**src/rtl/basys_hex_input_pkg.sv**
```systemverilog
// Shared types and constants for the Basys front-panel hex entry block.
package basys_hex_input_pkg;

  localparam int HEX_DIGITS  = 4;
  localparam int WORD_W      = 16;
  localparam int DIGIT_CNT_W = 3;
  localparam int NUM_BTN     = 3;

  typedef enum logic [0:0] {ENTRY = 1'b0, HOLD = 1'b1} state_e;

  // Bit order matches the packed raw-button vector {clear, commit, enter}.
  typedef struct packed {
    logic clear;
    logic commit;
    logic enter;
  } btn_ev_t;

  function automatic logic [WORD_W-1:0] shift_digit(input logic [WORD_W-1:0] w,
                                                    input logic [3:0] d);
    return {w[WORD_W-5:0], d};
  endfunction

endpackage

```
**src/rtl/basys_hex_input_if.sv**
```systemverilog
// Valid/ready handshake carrying the committed word to the processor.
interface basys_hex_input_if;
  import basys_hex_input_pkg::*;

  logic [WORD_W-1:0] data_out;
  logic              data_valid;
  logic              data_ready;

  modport master (output data_out, output data_valid, input data_ready);
  modport slave  (input data_out, input data_valid, output data_ready);
endinterface

```
**src/rtl/basys_hex_input_debounce.sv**
```systemverilog
// Per-button 2-flop synchronizer, stability counter and rising-edge pulse.
module button_debounce #(
  parameter int DEBOUNCE_CYCLES = 1_000_000
) (
  input  logic real_clk,
  input  logic reset_n,
  input  logic btn_raw,
  output logic rise
);
  localparam int CW = (DEBOUNCE_CYCLES < 2) ? 1 : $clog2(DEBOUNCE_CYCLES + 1);

  logic [1:0]    sync;
  logic [CW-1:0] cnt;
  logic          level, level_d;

  always_ff @(posedge real_clk or negedge reset_n) begin
    if (!reset_n) begin
      sync    <= '0;
      cnt     <= '0;
      level   <= 1'b0;
      level_d <= 1'b0;
    end else begin
      sync    <= {sync[0], btn_raw};
      level_d <= level;
      // Any sample that agrees with the current level restarts the count.
      if (sync[1] != level) begin
        if (cnt == CW'(DEBOUNCE_CYCLES - 1)) begin
          level <= ~level;
          cnt   <= '0;
        end else begin
          cnt <= cnt + 1'b1;
        end
      end else begin
        cnt <= '0;
      end
    end
  end

  assign rise = level & ~level_d;
endmodule

```
**src/rtl/basys_hex_input.sv**
```systemverilog
// Front-panel hex entry: debounced buttons build a 16-bit word sent over valid/ready.
// Optional BASYS_HEX_INPUT_ECHO_EN adds display_word for the seven-segment path.
module basys_hex_input
  import basys_hex_input_pkg::*;
#(
  parameter int DEBOUNCE_CYCLES = 1_000_000
) (
  input  logic                   real_clk,
  input  logic                   reset_n,
  input  logic [3:0]             sw,
  input  logic                   btn_enter,
  input  logic                   btn_commit,
  input  logic                   btn_clear,
  output logic [DIGIT_CNT_W-1:0] digit_count,
  output logic                   overrun,
  basys_hex_input_if.master      hs
`ifdef BASYS_HEX_INPUT_ECHO_EN
  ,
  output logic [WORD_W-1:0]      display_word
`endif
);
  localparam logic [0:0] ST_ENTRY = ENTRY;
  localparam logic [0:0] ST_HOLD  = HOLD;

  logic [NUM_BTN-1:0] btn_raw, btn_rise;
  btn_ev_t            ev;
  logic [3:0]         sw_s1, sw_s2;
  logic [WORD_W-1:0]  entry_buf;
  logic [0:0]         state;

  assign btn_raw = {btn_clear, btn_commit, btn_enter};

  button_debounce #(.DEBOUNCE_CYCLES(DEBOUNCE_CYCLES)) u_db [NUM_BTN-1:0] (
    .real_clk (real_clk),
    .reset_n  (reset_n),
    .btn_raw  (btn_raw),
    .rise     (btn_rise)
  );

  assign ev = btn_ev_t'(btn_rise);

  always_ff @(posedge real_clk or negedge reset_n) begin
    if (!reset_n) begin
      sw_s1 <= '0;
      sw_s2 <= '0;
    end else begin
      sw_s1 <= sw;
      sw_s2 <= sw_s1;
    end
  end

  always_ff @(posedge real_clk or negedge reset_n) begin
    if (!reset_n) begin
      state         <= ST_ENTRY;
      entry_buf     <= '0;
      digit_count   <= '0;
      overrun       <= 1'b0;
      hs.data_out   <= '0;
      hs.data_valid <= 1'b0;
    end else begin
      overrun <= 1'b0;
      if (hs.data_valid && hs.data_ready) begin
        hs.data_valid <= 1'b0;
        state         <= ST_ENTRY;
      end
      // One action per cycle: clear beats commit beats enter. A commit judged
      // in HOLD stays an overrun even if the pending word leaves this edge.
      if (ev.clear) begin
        entry_buf   <= '0;
        digit_count <= '0;
      end else if (ev.commit) begin
        if (state == ST_HOLD) begin
          overrun <= 1'b1;
        end else if (digit_count != '0) begin
          hs.data_out   <= entry_buf;
          hs.data_valid <= 1'b1;
          entry_buf     <= '0;
          digit_count   <= '0;
          state         <= ST_HOLD;
        end
      end else if (ev.enter) begin
        entry_buf <= shift_digit(entry_buf, sw_s2);
        if (digit_count != DIGIT_CNT_W'(HEX_DIGITS))
          digit_count <= digit_count + 1'b1;
      end
    end
  end

`ifdef BASYS_HEX_INPUT_ECHO_EN
  // While waiting on the CPU with nothing typed, keep showing the sent word.
  assign display_word = (state == ST_HOLD && digit_count == '0) ? hs.data_out : entry_buf;
`endif

endmodule

```
**src/flat_wrapper.sv**
```systemverilog
// flat-port wrapper written by rule: the top's interface ports become plain ports
module basys_hex_input_flat import basys_hex_input_pkg::*;
#(
  parameter int DEBOUNCE_CYCLES = 1_000_000
)
  (real_clk, reset_n, sw, btn_enter, btn_commit, btn_clear, digit_count, overrun, hs_data_out, hs_data_valid, hs_data_ready);
  basys_hex_input_if hs_i ();
  input  logic real_clk;
  input  logic reset_n;
  input  logic [3:0] sw;
  input  logic btn_enter;
  input  logic btn_commit;
  input  logic btn_clear;
  output logic [DIGIT_CNT_W-1:0] digit_count;
  output logic overrun;
  output wire logic [$bits(hs_i.data_out)-1:0] hs_data_out;
  output wire logic [$bits(hs_i.data_valid)-1:0] hs_data_valid;
  input wire logic [$bits(hs_i.data_ready)-1:0] hs_data_ready;
  assign hs_data_out = hs_i.data_out;
  assign hs_data_valid = hs_i.data_valid;
  assign hs_i.data_ready = hs_data_ready;
  basys_hex_input #(.DEBOUNCE_CYCLES(DEBOUNCE_CYCLES)) u_core (.real_clk(real_clk), .reset_n(reset_n), .sw(sw), .btn_enter(btn_enter), .btn_commit(btn_commit), .btn_clear(btn_clear), .digit_count(digit_count), .overrun(overrun), .hs(hs_i));
endmodule
```
**config.mk**
```make
export PLATFORM = sky130hd
export DESIGN_NAME = basys_hex_input_flat
export DESIGN_NICKNAME = d
export VERILOG_FILES = /design/src/rtl/basys_hex_input_pkg.sv /design/src/rtl/basys_hex_input_if.sv /design/src/rtl/basys_hex_input_debounce.sv /design/src/rtl/basys_hex_input.sv /design/src/flat_wrapper.sv
export SDC_FILE = /design/constraint.sdc
export NUM_CORES = 1
export LEC_CHECK = 0
export CAP_MARGIN = 20
export CORE_MARGIN = 2
export CORE_UTILIZATION = 50
export DETAILED_ROUTE_END_ITERATION = 12
export GPL_ROUTABILITY_DRIVEN = 0
export GPL_TIMING_DRIVEN = 0
export PLACE_DENSITY = 0.8
export SLEW_MARGIN = 10
export SYNTH_ARGS = -nofsm -noshare
export SYNTH_HDL_FRONTEND = slang
export SYNTH_SLANG_ARGS = --single-unit
```
**constraint.sdc**
```tcl
create_clock -name real_clk -period 2.7 [get_ports real_clk]
set_input_delay 0.54 -clock real_clk [delete_from_list [all_inputs] [get_ports real_clk]]
set_output_delay 0.54 -clock real_clk [all_outputs]
set_load 0.02 [all_outputs]
```
==> out/qor.txt, run 1 <==
Synth Area in Adders = 1.20%
Die Width = 106 µm
synth warn = 0
drt initial violations = 210
r2r setup slk = 0.28 ns
register area share after synthesis = 56.7%
Initial Utilization = 50.9%
layout cells sized above 1 = 12.3%
Layout Utilization = 62.2%
vias in the first global route = 3897
Clock Skew = 0.00844 ns
Antenna Violating Nets Remaining = 0
Sw Share = 21.1%
row count = 37
CP Capture Type = flop
total track usage = 20.7%
Pint = 3.42 mW
die area = 11200 µm²
CTS tree = yes
max-slew violations = 0
clock group share of total power = 56.0%
total CTS buffers = 17
post-synthesis compound-gate area fraction = 6.56%
Final Hold Fails = 0
combinational power share = 2.3%
Die Y = 106 µm
worst setup path endpoint = u_core.hs.data_out[9]$_DFFE_PN0P_
setup TNS = 0 ns
Final setup violation count = 0
Worst-path clk slew = 0.06 ns
clk buf depth = 2
Post-Syn Area per Cell = 11.0 µm²
CTS Sinks = 118
Main synth FF type = dfrtp_1
Area Growth Syn to Fin = 22.1%
number of synthesized register bits = 118
fill cell count = 767
H-Tree Depth = 4
XOR/XNOR Fraction of Synth Area = 7.06%
crit path launch type = flop
mux contribution to synthesized area = 5.86%
main combinational cell family by area after synthesis = simple AND/OR/NAND/NOR gates
post-synthesis async set-or-reset flop share = 100%
Reg power frac = 41.7%
Max FO, Critical Path = 10
I/O pins = 31
Final Cycle Share = 89.5%
max_cap viols = 0
First-pass DRT Iterations = 4
Cell Area, Synth = 5210 µm²
reg2reg end = u_core.hs.data_out[9]$_DFFE_PN0P_
number of buffers added on ports = 30
Yosys cell types = 43
largest net degree at the start of global routing = 77
clk_lat worst skew = 0.53 ns
RSZ-0062 raised after global routing = false
commonest non-fill, non-tap cells in the layout = 118 x dfrtp_1, 48 x nor2_1, 29 x clkdlybuf4s50_1
Worst Setup SP = u_core.digit_count[0]$_DFFE_PN0P_
hpwl dp = 6440 µm
most common cell after layout, fill and taps aside = dfrtp_1
vias per cell = 5.55
Root Driver = clkbuf_8
status = completed
EDFF count, synth = 0
Switching Power = 0.914 mW
Leak = 2.82 nW
worst hold path type = flop to flop
Core Area = 10200 µm²
initial antenna violation count = 0
peak supply drop = 0.418 mV
WHS Path Cells = 0
Critical R2R Launch = u_core.digit_count[0]$_DFFE_PN0P_
min-delay src = u_core.u_db[1].sync[0]$_DFF_PN0_
Fmax = 0.414 GHz
syn_nets = 488
worst hold margin = 0.348 ns
post_cts resized = 0
Mapped Cells = 473
nets@finish = 539
Simple-Gate Fraction of Synth Area = 19.7%
Worst slew margin = 56.0%
CP required = 3.11 ns
Crit Path Class = flop to flop
Routed WL = 10500 µm
first-pass GRT wire length = 18200 µm
WP data arrival = 2.83 ns
n_diodes = 0
DR WL/cell = 15.6 µm
reg2reg path depth = 7
grt total ovfl = 0
Tmin final = 2.42 ns
measured slew at the worst slew-check pin = 0.643 ns
total number of vias = 3732
PwrDens = 681 nW/µm²
DRC = 0
registers in the layout, indices dropped and copies added (netlist names):
name	flops
u_core.state	1
u_core.u_db.sync	6
u_core.u_db.cnt	60
u_core.sw_s1	4
u_core.sw_s2	4
u_core.overrun	1
u_core.hs.data_out	16
u_core.u_db.level	3
u_core.u_db.level_d	3
u_core.digit_count	3
u_core.entry_buf	16
u_core.hs.data_valid	1
area by class of cell:
type	instances	area [µm²]	area share, %
buffer	18	72.6	1.14
clock inverter	15	229	3.60
inverter	21	78.8	1.24
multi-input combinational	316	2100	33.1
tap	136	170	2.68
timing repair buffer	32	339	5.33
sequential	118	2950	46.4
clock buffer	17	414	6.51
stage by stage:
step | instances | setup WS [ns] | instance area, µm² | power, mW
global placement | 639 | -3.25 | 5680 | 1.93
floorplan | 473 | 0.522 | 5210 | 1.87
detailed placement | 640 | 0.294 | 5710 | 1.94
CTS | 673 | 0.266 | 6360 | 4.36
global route | 673 | 0.0405 | 6360 | 4.46
finish | 673 | 0.284 | 6360 | 4.33
cell usage after synthesis, types with 9 or more instances:
cell | number | share of area [%]
nor2_1 | 48 | 3.5
nand4_1 | 14 | 1.7
nand2_1 | 28 | 2.0
o31ai_1 | 9 | 1.3
clkbuf_1 | 14 | 1.0
a21oi_1 | 15 | 1.4
inv_1 | 21 | 1.5
and3_1 | 12 | 1.4
nand3_1 | 24 | 2.3
mux2_2 | 20 | 4.3
nor4_1 | 16 | 1.9
a21o_1 | 10 | 1.4
xnor2_1 | 22 | 3.7
xor2_1 | 20 | 3.4
dfrtp_1 | 118 | 57
critical path, stage by stage (launching register included):
cell and delay (ns):
dfrtp_1 0.41, inv_1 0.08, ha_1 0.25, a21oi_1 0.26, and3_1 0.20, clkbuf_1 0.40, buf_2 0.33, mux2_2 0.36
what timing repair did:
| item | CTS | global route |
|---|---|---|
| hold buffers | 1 | 0 |
| buffers inserted | 0 | 0 |
| endpoints found under the hold margin | 42 | 0 |
| setup endpoints to repair | 0 | 0 |
cells by family (layout without fill, tap and decap cells):
logic type	after synthesis	in the layout
flops	118	118
fa+ha+maj	5	5
compound gates	51	51
buf+inv	39	103
xor+xnor	42	42
mux	28	28
simple gates	190	190
worst min path at each step:
| stage | to | slack, ns |
|---|---|---|
| after floorplan | u_core.digit_count[0]$_DFFE_PN0P_ | 0.24 |
| after CTS | u_core.u_db[1].sync[1]$_DFF_PN0_ | 0.35 |
| after global routing | u_core.u_db[0].sync[1]$_DFF_PN0_ | 0.35 |
| after detailed placement | u_core.sw_s2[2]$_DFF_PN0_ | 0.33 |
| after global placement | u_core.u_db[0].sync[1]$_DFF_PN0_ | 0.33 |
| final | u_core.u_db[1].sync[1]$_DFF_PN0_ | 0.35 |
layer usage:
metal	vias up	GRT usage [%]	part of all wire [%]
li1	1775	-	-
met1	1861	25.3	44
met2	76	33.9	51
met3	20	6.50	3.3
met4	0	8.93	2.0
met5	-	0	0
power groups by stage:
stage	Clock [mW]	Sequential (mW)	Combinational (mW)
after detailed placement	0	1.84	0.0996
after global placement	0	1.84	0.0911
after global routing	2.54	1.81	0.115
after floorplan	0	1.83	0.0363
final	2.43	1.81	0.0982
after CTS	2.46	1.81	0.102
No activity file was read; power rests on OpenSTA's default activity.
==> run 2, diff against run 1 <==
--- a/config.mk
+++ b/config.mk
@@ -12,6 +12,7 @@
 export GPL_ROUTABILITY_DRIVEN = 0
 export GPL_TIMING_DRIVEN = 0
 export PLACE_DENSITY = 0.8
+export SKIP_LAST_GASP = 1
 export SLEW_MARGIN = 10
 export SYNTH_ARGS = -nofsm -noshare
 export SYNTH_HDL_FRONTEND = slang
==> results of run 2 <==
Same layout as run 1: the final DEF is identical, and so are final timing and power.
